--- config.mk ---
export PLATFORM = sky130hd
export DESIGN_NAME = mult_div_unit
export DESIGN_NICKNAME = d
export VERILOG_FILES = /design/src/rtl/mult_div_unit_pkg.sv /design/src/rtl/mult_div_unit.sv
export SDC_FILE = /design/constraint.sdc
export NUM_CORES = 1
export LEC_CHECK = 0
export BUFFER_PORTS_ARGS = -buffer_cell sky130_fd_sc_hd__buf_2
export CAP_MARGIN = 20
export CORE_MARGIN = 2
export CORE_UTILIZATION = 45
export CTS_CLUSTER_DIAMETER = 30
export DETAILED_ROUTE_END_ITERATION = 12
export GPL_TIMING_DRIVEN = 0
export SLEW_MARGIN = 0
export SYNTH_ARGS = -nofsm -noshare
export SYNTH_HDL_FRONTEND = slang
export SYNTH_SLANG_ARGS = --single-unit
--- constraint.sdc ---
create_clock -name clk -period 3.8 [get_ports clk]
set_input_delay 0.57 -clock clk [delete_from_list [all_inputs] [get_ports clk]]
set_output_delay 0.57 -clock clk [all_outputs]
set_load 0.02 [all_outputs]
--- src/rtl/mult_div_unit_pkg.sv ---
// Shared encodings and helpers for the multicycle multiply/divide unit.
// Holds the op select encoding, FSM state encoding and a negation helper.
// Sized generously so any operand width up to 63 bits can reuse the helper.

package mult_div_unit_pkg;

  // Operation select sampled with start
  localparam logic OP_MULT = 1'b0;
  localparam logic OP_DIV  = 1'b1;

  // Controller states
  typedef enum logic [1:0] {
    ST_IDLE = 2'd0,
    ST_RUN  = 2'd1,
    ST_FIX  = 2'd2
  } state_t;

  // Width of the negation helper; callers zero-extend into it and slice back
  localparam int MAX_DW = 128;

  // Two's-complement negation
  function automatic logic [MAX_DW-1:0] twos_neg(input logic [MAX_DW-1:0] x);
    return ~x + {{(MAX_DW-1){1'b0}}, 1'b1};
  endfunction

endpackage

--- src/rtl/mult_div_unit.sv ---
// Multicycle signed multiply (shift-add) / divide (restoring) unit.
// Latency: WIDTH+1 edges after acceptance (1 edge for divide-by-zero).
// No backpressure: start is only sampled while idle, otherwise dropped.

import mult_div_unit_pkg::*;

module mult_div_unit #(
  parameter int WIDTH = 32
) (
  input  logic             clk,
  input  logic             reset,
  input  logic             start,
  input  logic             op,
  input  logic [WIDTH-1:0] A,
  input  logic [WIDTH-1:0] B,
  output logic [WIDTH-1:0] HI,
  output logic [WIDTH-1:0] LO,
  output logic             busy,
  output logic             done,
  output logic             div_zero
);

  localparam int DW = 2 * WIDTH;
  localparam int CW = $clog2(WIDTH);
  localparam logic [CW-1:0] CNT_LAST = CW'(WIDTH - 1);

  state_t           state;
  logic             op_q;       // latched operation
  logic             neg_res;    // sign(A) xor sign(B): negate product / quotient
  logic             neg_rem;    // sign(A): negate remainder
  logic             dz_pend;    // FIX entered straight from IDLE on divide by zero
  logic [CW-1:0]    cnt;        // iteration counter 0..WIDTH-1
  logic [DW-1:0]    acc;        // shared shift register: product, or {rem, quot}
  logic [WIDTH-1:0] mag;        // |multiplicand| or |divisor|

  logic             accept;
  logic             div_by_zero;

  assign accept      = (state == ST_IDLE) && start;
  assign div_by_zero = (op == OP_DIV) && (B == '0);

  // Input magnitudes; |-2^(W-1)| = 2^(W-1) still fits the unsigned W bits
  logic [MAX_DW-1:0] a_neg_w, b_neg_w;
  logic [WIDTH-1:0]  a_mag, b_mag;

  assign a_neg_w = twos_neg(MAX_DW'(A));
  assign b_neg_w = twos_neg(MAX_DW'(B));
  assign a_mag   = A[WIDTH-1] ? a_neg_w[WIDTH-1:0] : A;
  assign b_mag   = B[WIDTH-1] ? b_neg_w[WIDTH-1:0] : B;

  // Multiply step: conditionally add multiplicand into the upper half, shift right
  logic [WIDTH:0]   mul_sum;
  logic [DW-1:0]    mul_next;

  assign mul_sum  = {1'b0, acc[DW-1:WIDTH]} + {1'b0, mag};
  assign mul_next = acc[0] ? {mul_sum, acc[WIDTH-1:1]} : {1'b0, acc[DW-1:1]};

  // Divide step: shift {rem, quot} left, trial-subtract the divisor.
  // The remainder stays below |B| <= 2^(W-1), so the bit shifted out is always 0.
  logic [DW-1:0]    div_sh;
  logic [WIDTH-1:0] rem_sh;
  logic [WIDTH-1:0] rem_sub;
  logic             rem_ge;
  logic [DW-1:0]    div_next;

  assign div_sh   = {acc[DW-2:0], 1'b0};
  assign rem_sh   = div_sh[DW-1:WIDTH];
  assign rem_ge   = (rem_sh >= mag);
  assign rem_sub  = rem_sh - mag;
  assign div_next = rem_ge ? {rem_sub, div_sh[WIDTH-1:1], 1'b1} : div_sh;

  // Sign correction applied in FIX
  logic [MAX_DW-1:0] prod_neg_w, quot_neg_w, rem_neg_w;
  logic [DW-1:0]     prod_fix;
  logic [WIDTH-1:0]  quot_fix, rem_fix;

  assign prod_neg_w = twos_neg(MAX_DW'(acc));
  assign quot_neg_w = twos_neg(MAX_DW'(acc[WIDTH-1:0]));
  assign rem_neg_w  = twos_neg(MAX_DW'(acc[DW-1:WIDTH]));
  assign prod_fix   = neg_res ? prod_neg_w[DW-1:0]   : acc;
  assign quot_fix   = neg_res ? quot_neg_w[WIDTH-1:0] : acc[WIDTH-1:0];
  assign rem_fix    = neg_rem ? rem_neg_w[WIDTH-1:0]  : acc[DW-1:WIDTH];

  // Upper bits of the wide negation results carry no information
  logic unused_neg_bits;
  assign unused_neg_bits = ^{a_neg_w[MAX_DW-1:WIDTH], b_neg_w[MAX_DW-1:WIDTH],
                             prod_neg_w[MAX_DW-1:DW], quot_neg_w[MAX_DW-1:WIDTH],
                             rem_neg_w[MAX_DW-1:WIDTH]};

  // Controller: sequencing, operand-sign capture and registered outputs
  always_ff @(posedge clk) begin
    if (reset) begin
      state    <= ST_IDLE;
      op_q     <= OP_MULT;
      neg_res  <= 1'b0;
      neg_rem  <= 1'b0;
      dz_pend  <= 1'b0;
      cnt      <= '0;
      busy     <= 1'b0;
      done     <= 1'b0;
      div_zero <= 1'b0;
      HI       <= '0;
      LO       <= '0;
    end else begin
      done <= 1'b0;
      case (state)
        ST_IDLE: begin
          if (start) begin
            op_q     <= op;
            neg_res  <= A[WIDTH-1] ^ B[WIDTH-1];
            neg_rem  <= A[WIDTH-1];
            cnt      <= '0;
            div_zero <= 1'b0;
            busy     <= 1'b1;
            dz_pend  <= div_by_zero;
            state    <= div_by_zero ? ST_FIX : ST_RUN;
          end
        end
        ST_RUN: begin
          cnt <= cnt + 1'b1;
          if (cnt == CNT_LAST) begin
            state <= ST_FIX;
          end
        end
        ST_FIX: begin
          if (dz_pend) begin
            // Divide by zero leaves the previous result untouched
            div_zero <= 1'b1;
          end else if (op_q == OP_MULT) begin
            HI <= prod_fix[DW-1:WIDTH];
            LO <= prod_fix[WIDTH-1:0];
          end else begin
            HI <= rem_fix;
            LO <= quot_fix;
          end
          done  <= 1'b1;
          busy  <= 1'b0;
          state <= ST_IDLE;
        end
        default: begin
          busy  <= 1'b0;
          state <= ST_IDLE;
        end
      endcase
    end
  end

  // Datapath: load magnitudes on acceptance, iterate one bit per RUN cycle
  always_ff @(posedge clk) begin
    if (reset) begin
      acc <= '0;
      mag <= '0;
    end else if (accept) begin
      if (op == OP_MULT) begin
        acc <= {{WIDTH{1'b0}}, b_mag};
        mag <= a_mag;
      end else begin
        acc <= {{WIDTH{1'b0}}, a_mag};
        mag <= b_mag;
      end
    end else if (state == ST_RUN) begin
      acc <= (op_q == OP_MULT) ? mul_next : div_next;
    end
  end

endmodule
==> reports/qor.yml, run 1 <==
status: "completed"
cts_buffers: 17
p_leak_nw: 6.29
timing.final.crit_period_ps: 3730
async_reset_ff_frac: 0
grt_max_degree: 20
coreArea_sq_um: 31600
hold_path_class: "flop to flop"
dr_total_vias: 15400
skew_ps: 18.4
cts-root-buf: "clkbuf_16"
cts_sinks: 174
syn-mean-instance-area_sq_um: 7.45
critPathCaptureType: "flop"
max_stage_delay_ps: 740
p_clk_frac: 0.311
vdd_drop_max_mv: 0.342
hold_viol_final: 0
hpwl_um: 44400
cp-start-kind: "flop"
initial_core_util: 0.457
dr.pass1.iters: 6
netlist_instances: 1938
critical_path.startpoint: "acc[51]"
drive_gt1_frac: 0.109
arrival_ps: 4030
p_switching_mw: 2.46
die_area_sq_um: 33500
synth_warnings: 0
synth-edff-count: 0
combPwrFrac: 0.352
synth_ff_type: "dfxtp_1"
postCtsSetupRepairBufs: 0
min_from: "HI[29]"
final_nets: 2230
area_delta_synth_final_pct: 12.9
fin_tns_setup_ps: 0
p_int_mw: 3.62
syn_nets: 2078
vias_per_cell: 6.16
cp_cell_sequence: "ha_1, clkbuf_1, nand4_1, o21ai_0, o2111ai_1, o21ai_1, buf_6, mux2_2, a32oi_1, a21oi_1"
insertion_delay_ps: 460
finalCritPeriodShare: 0.981
overflow: 0
cts_tree: "done"
worst_pin_slew_ps: 948
crit_type: "flop to flop"
ys_types: 88
wl_um: 56400
p_sw_frac: 0.405
slew_viol_final: 0
numPlacedInstances: 2474
maxCapViolations: 0
antenna_found_initial: 0
holdBufCountCts: 0
slowest_stage: "dfxtp_1"
track_usage: 0.330
fin_area_sq_um: 16300
drc_errors: 0
slew_headroom: 0.368
yosysSeqAreaShare: 0.241
synth_area_sq_um: 14400
wl_per_cell_um: 22.5
grt_pass1_wl_um: 84800
path_max_fanout: 10
whs_ps: 450
fp.dieH_um: 183
setup_viol: 0
drtIter0Drc: 1556
rows: 65
regToRegStartpoint: "acc[51]"
rsz0062_at_grt: "no"
die-width_um: 183
clock.fmax_mhz: 268
gp_congestion: 0.973
place_area_sq_um: 15600
p_per_area_nw_per_um2: 374
stdcell_count: 2506
pin_count: 135
path_clk_slew_ps: 90
htreeDepth: 4
fin_util: 0.516
required_ps: 4100
synth_seq_cells: 174
drtAntennaViolNets: 0
portBuffers: 133
grt_pass1_vias: 14200
p_seq_frac: 0.336
clockBufferDepth: 2
[routing by layer]
metal	share of wire	track usage	vias to the layer above
met3	0.090	0.0602	108
met1	0.45	0.464	7245
li1	-	-	7353
met2	0.43	0.505	725
met4	0.032	0.120	0
met5	0	0	-
[Yosys cell counts (27+ instances only)]
| cell | instances | area share |
|---|---|---|
| clkbuf_1 | 111 | 0.029 |
| a21oi_1 | 201 | 0.070 |
| nor2_1 | 182 | 0.047 |
| ha_1 | 70 | 0.061 |
| inv_1 | 66 | 0.017 |
| a211oi_1 | 102 | 0.053 |
| mux2i_1 | 68 | 0.047 |
| nor3_1 | 36 | 0.012 |
| xnor2_1 | 83 | 0.050 |
| o21ai_0 | 107 | 0.037 |
| o211ai_1 | 38 | 0.020 |
| o31ai_1 | 35 | 0.018 |
| nor2b_1 | 27 | 0.012 |
| nand2_1 | 203 | 0.053 |
| dfxtp_1 | 174 | 0.24 |
| xor2_1 | 79 | 0.048 |
| nand3_1 | 32 | 0.011 |
[worst max-delay path, delay by kind of cell, from the launching register on]
| family | cells | cell delay, ps |
|---|---|---|
| buffers and inverters | 2 | 550 |
| adder cells (fa/ha/maj) | 1 | 240 |
| AND/OR/NAND/NOR | 1 | 210 |
| multiplexers | 1 | 370 |
| AO/OA/AOI/OAI | 5 | 1450 |
| flip-flops | 1 | 740 |
[timing repair]
action	4_1_cts	5_1_grt
setup endpoints to repair	34	34
pin swaps	0	0
gates resized for setup	7	10
[flip-flops by register name (all words and copies together) (netlist names)]
signal	cells
HI	32
LO	32
acc	64
busy	1
cnt	5
div_zero	1
done	1
dz_pend	1
mag	32
neg_rem	1
neg_res	1
op_q	1
state	2
[area by class of cell]
cell class                      instances  area [sq um]
Multi-Input combinational cell       1560         10200
Fill cell                            3221         15300
Sequential cell                       174          3480
Clock buffer                           17           425
Inverter                               67           255
Buffer                                136           556
Clock inverter                         15           196
Antenna cell                            1          2.50
Timing Repair Buffer                  134           677
Tap cell                              402           503
[per-stage QoR]
| stage | setup WS (ps) | power (mW) |
|---|---|---|
| floorplan | 757 | 3.47 |
| global placement | -454 | 4.12 |
| detailed placement | -435 | 4.14 |
| CTS | 15.6 | 6.00 |
| global route | 10.7 | 6.32 |
| finish | 73.3 | 6.09 |
[path summary, 6_finish.rpt]
| kind | cells after the start | endpoint | slack (ps) |
|---|---|---|---|
| setup / recovery | 10 | acc[52] | 70 |
| hold / removal | 2 | HI[29] | 450 |
| setup reg to reg | 10 | acc[52] | 70 |
| hold reg to reg | 2 | HI[29] | 450 |
[cell families after synthesis]
kind of cell | count (synthesis) | share of synthesized area
XOR/XNOR | 162 | 0.0983
AND/OR/NAND/NOR | 619 | 0.208
AO/OA/AOI/OAI | 633 | 0.282
multiplexers | 74 | 0.0518
adder cells (fa/ha/maj) | 72 | 0.0635
buffers and inverters | 204 | 0.0550
flip-flops | 174 | 0.241
[power by group through the flow]
stage	combinational, mW	sequential, mW	clock [mW]
2_1_floorplan	1.45	2.02	0
3_3_place_gp	2.04	2.08	0
3_5_place_dp	2.06	2.08	0
4_1_cts	2.08	2.04	1.88
5_1_grt	2.31	2.05	1.96
6_report	2.14	2.05	1.90
[cells in the final DEF (no fill, tap or decap), types with 5 or more instances in the layout]
| master | n |
|---|---|
| a211o_1 | 7 |
| a211oi_1 | 102 |
| a21boi_0 | 9 |
| a21o_1 | 19 |
| a21oi_1 | 198 |
| a22o_1 | 11 |
| a31oi_1 | 16 |
| and2_1 | 10 |
| and3_1 | 10 |
| buf_1 | 14 |
| buf_2 | 137 |
| clkbuf_1 | 109 |
| clkbuf_16 | 17 |
| clkinv_8 | 6 |
| dfxtp_1 | 173 |
| ha_1 | 70 |
| inv_1 | 65 |
| inv_6 | 5 |
| mux2_2 | 6 |
| mux2i_1 | 68 |
| nand2_1 | 203 |
| nand2b_1 | 16 |
| nand3_1 | 32 |
| nand4_1 | 16 |
| nor2_1 | 182 |
| nor2b_1 | 27 |
| nor3_1 | 35 |
| nor4_1 | 9 |
| o211ai_1 | 38 |
| o21a_1 | 10 |
| o21ai_0 | 107 |
| o21ai_1 | 6 |
| o21bai_1 | 7 |
| o31ai_1 | 34 |
| o41ai_1 | 12 |
| or2_2 | 12 |
| or3_1 | 22 |
| or4_1 | 12 |
| xnor2_1 | 83 |
| xor2_1 | 79 |
No activity file was read; power rests on OpenSTA's default activity.
==> inputs of run 2 (changes only) <==
CELL_PAD_IN_SITES_DETAIL_PLACEMENT = 1   (was not set)
CELL_PAD_IN_SITES_GLOBAL_PLACEMENT = 2   (was not set)
CORE_UTILIZATION = 36   (was 45)
PLACE_DENSITY_LB_ADDON = 0.1   (was not set)
==> run 2 against run 1 <==
Compared with the run above:
- worst setup slack gained 35 ps
- critical path type unchanged
- global-route usage decreased by 1.8 points
- worst hold slack improved by 1.8 ps
- non-clock buffer count unchanged
- largest power group unchanged
- clock power about the same
- critical path depth stayed put
- largest cell class unchanged
- sequential power about the same
- sequential share of layout area decreased by 0.18 points
==> reports/qor.yml, run 2 (synthesis gave the netlist of run 1 again) <==
status: "completed"
r2r_end: "acc[60]"
regToRegStartpoint: "acc[37]"
final_cell_mix: "203 x nand2_1, 199 x a21oi_1, 182 x nor2_1, 171 x dfxtp_1, 137 x buf_2"
finalCritPeriodShare: 0.971
track_usage: 0.312
min_from: "HI[7]"
htreeDepth: 4
slew_viol_final: 0
wl_per_cell_um: 25.0
max_stage_delay_ps: 740
largest_register: "acc"
rsz0062_at_grt: "no"
stdcell_count: 2627
area_delta_synth_final_pct: 13.9
die_area_sq_um: 41700
skew_ps: 16.8
holdBufCountCts: 0
cts_sinks: 174
numPlacedInstances: 2597
p_leak_nw: 6.29
dr.pass1.iters: 5
critPathCaptureType: "flop"
setup_ws_ps: 108
final_nets: 2230
gp_congestion: 0.927
required_ps: 4150
grt_pass1_wl_um: 97500
vias_per_cell: 5.95
maxCapViolations: 0
wl_um: 65800
worst_pin_slew_ps: 1040
clockBufferDepth: 2
crit_type: "flop to flop"
grt_max_degree: 19
slowest_stage: "dfxtp_1"
fp.dieH_um: 204
crit_buf_inv: 0
crit_family: "compound AO/OA/AOI/OAI gates"
grt_pass1_vias: 15400
path_clk_slew_ps: 80
clock.fmax_mhz: 271
drtAntennaViolNets: 0
p_total_mw: 6.15
final_common_cell: "nand2_1"
hold_viol_final: 0
cts-root-buf: "clkbuf_16"
vdd_drop_max_mv: 0.362
critical_path.startpoint: "acc[37]"
dp_slack_ps: -859
min_to: "HI[7]"
setup_viol: 0
worst-r2r-cell-count: 10
fin_util: 0.415
num_antenna_cells: 0
cp_cell_sequence: "ha_1, o21ai_0, a21oi_1, a31oi_1, a211oi_1, or3b_2, a21oi_1, mux2i_1, nor3_1, o21ai_0"
antenna_found_initial: 0
die-width_um: 204
hpwl_um: 52600
portBuffers: 133
cp-start-kind: "flop"
initial_core_util: 0.364
timing.final.crit_period_ps: 3690
p_per_area_nw_per_um2: 374
pin_count: 135
slew_headroom: 0.308
arrival_ps: 4040
hold_path_class: "flop to flop"
cts_tree: "done"
largest_reg_flops: 64
coreArea_sq_um: 39600
drtIter0Drc: 1010
drc_errors: 0
drive_gt1_frac: 0.110
insertion_delay_ps: 470
whs_path_depth: 2
r2r_setup_slack_ps: 110
dr_total_vias: 15600
cts_buffers: 17
overflow: 0
rows: 73
path_max_fanout: 8
-- run 2: worst min-delay path, cell delays in order (launching register included) --
cell	delay (ps)
dfxtp_1	310
nand2_1	50
a21oi_1	50
-- run 2: worst max-delay path by stage --
stage          endpoint  slack, ps  depth (start not counted)
2_1_floorplan   acc[56]        760                         13
3_3_place_gp    acc[33]       -840                         14
3_5_place_dp    acc[33]       -860                         14
4_1_cts          acc[0]         -3                         13
5_1_grt         acc[61]          4                         11
6_report        acc[60]        110                         10
-- run 2: stage by stage --
stage	TNS (ps)	instance area, sq um	hold slack, ps
floorplan	0	14400	449
global placement	-15470	15800	438
detailed placement	-15870	15800	443
CTS	-3.36	16400	455
global route	0	16400	478
finish	0	16400	452
-- run 2: cell type report --
type / instances / area [sq um]
well taps: 525 / 657
fillers: 5071 / 23200
plain buffers: 136 / 556
inverters: 67 / 255
clock buffers: 18 / 439
flip-flops and latches: 174 / 3490
multi-input cells: 1560 / 10200
repair buffers: 134 / 677
clock inverters: 13 / 173
-- run 2: timing repair --
| action | in CTS | in global routing |
|---|---|---|
| setup endpoints to repair | 48 | 30 |
| resized for setup | 9 | 12 |
| setup buffers | 0 | 0 |
| pin swaps | 0 | 0 |
-- run 2: power by group --
part / internal, mW / switching, mW
Combinational: 0.770 / 1.45
Clock: 0.961 / 0.920
Sequential: 1.90 / 0.148
-- run 2: routing by layer --
metal | track usage | routed length (um)
met1 | 0.427 | 30100
met2 | 0.493 | 29300
met3 | 0.0564 | 4460
met4 | 0.104 | 1980
met5 | 0 | 0
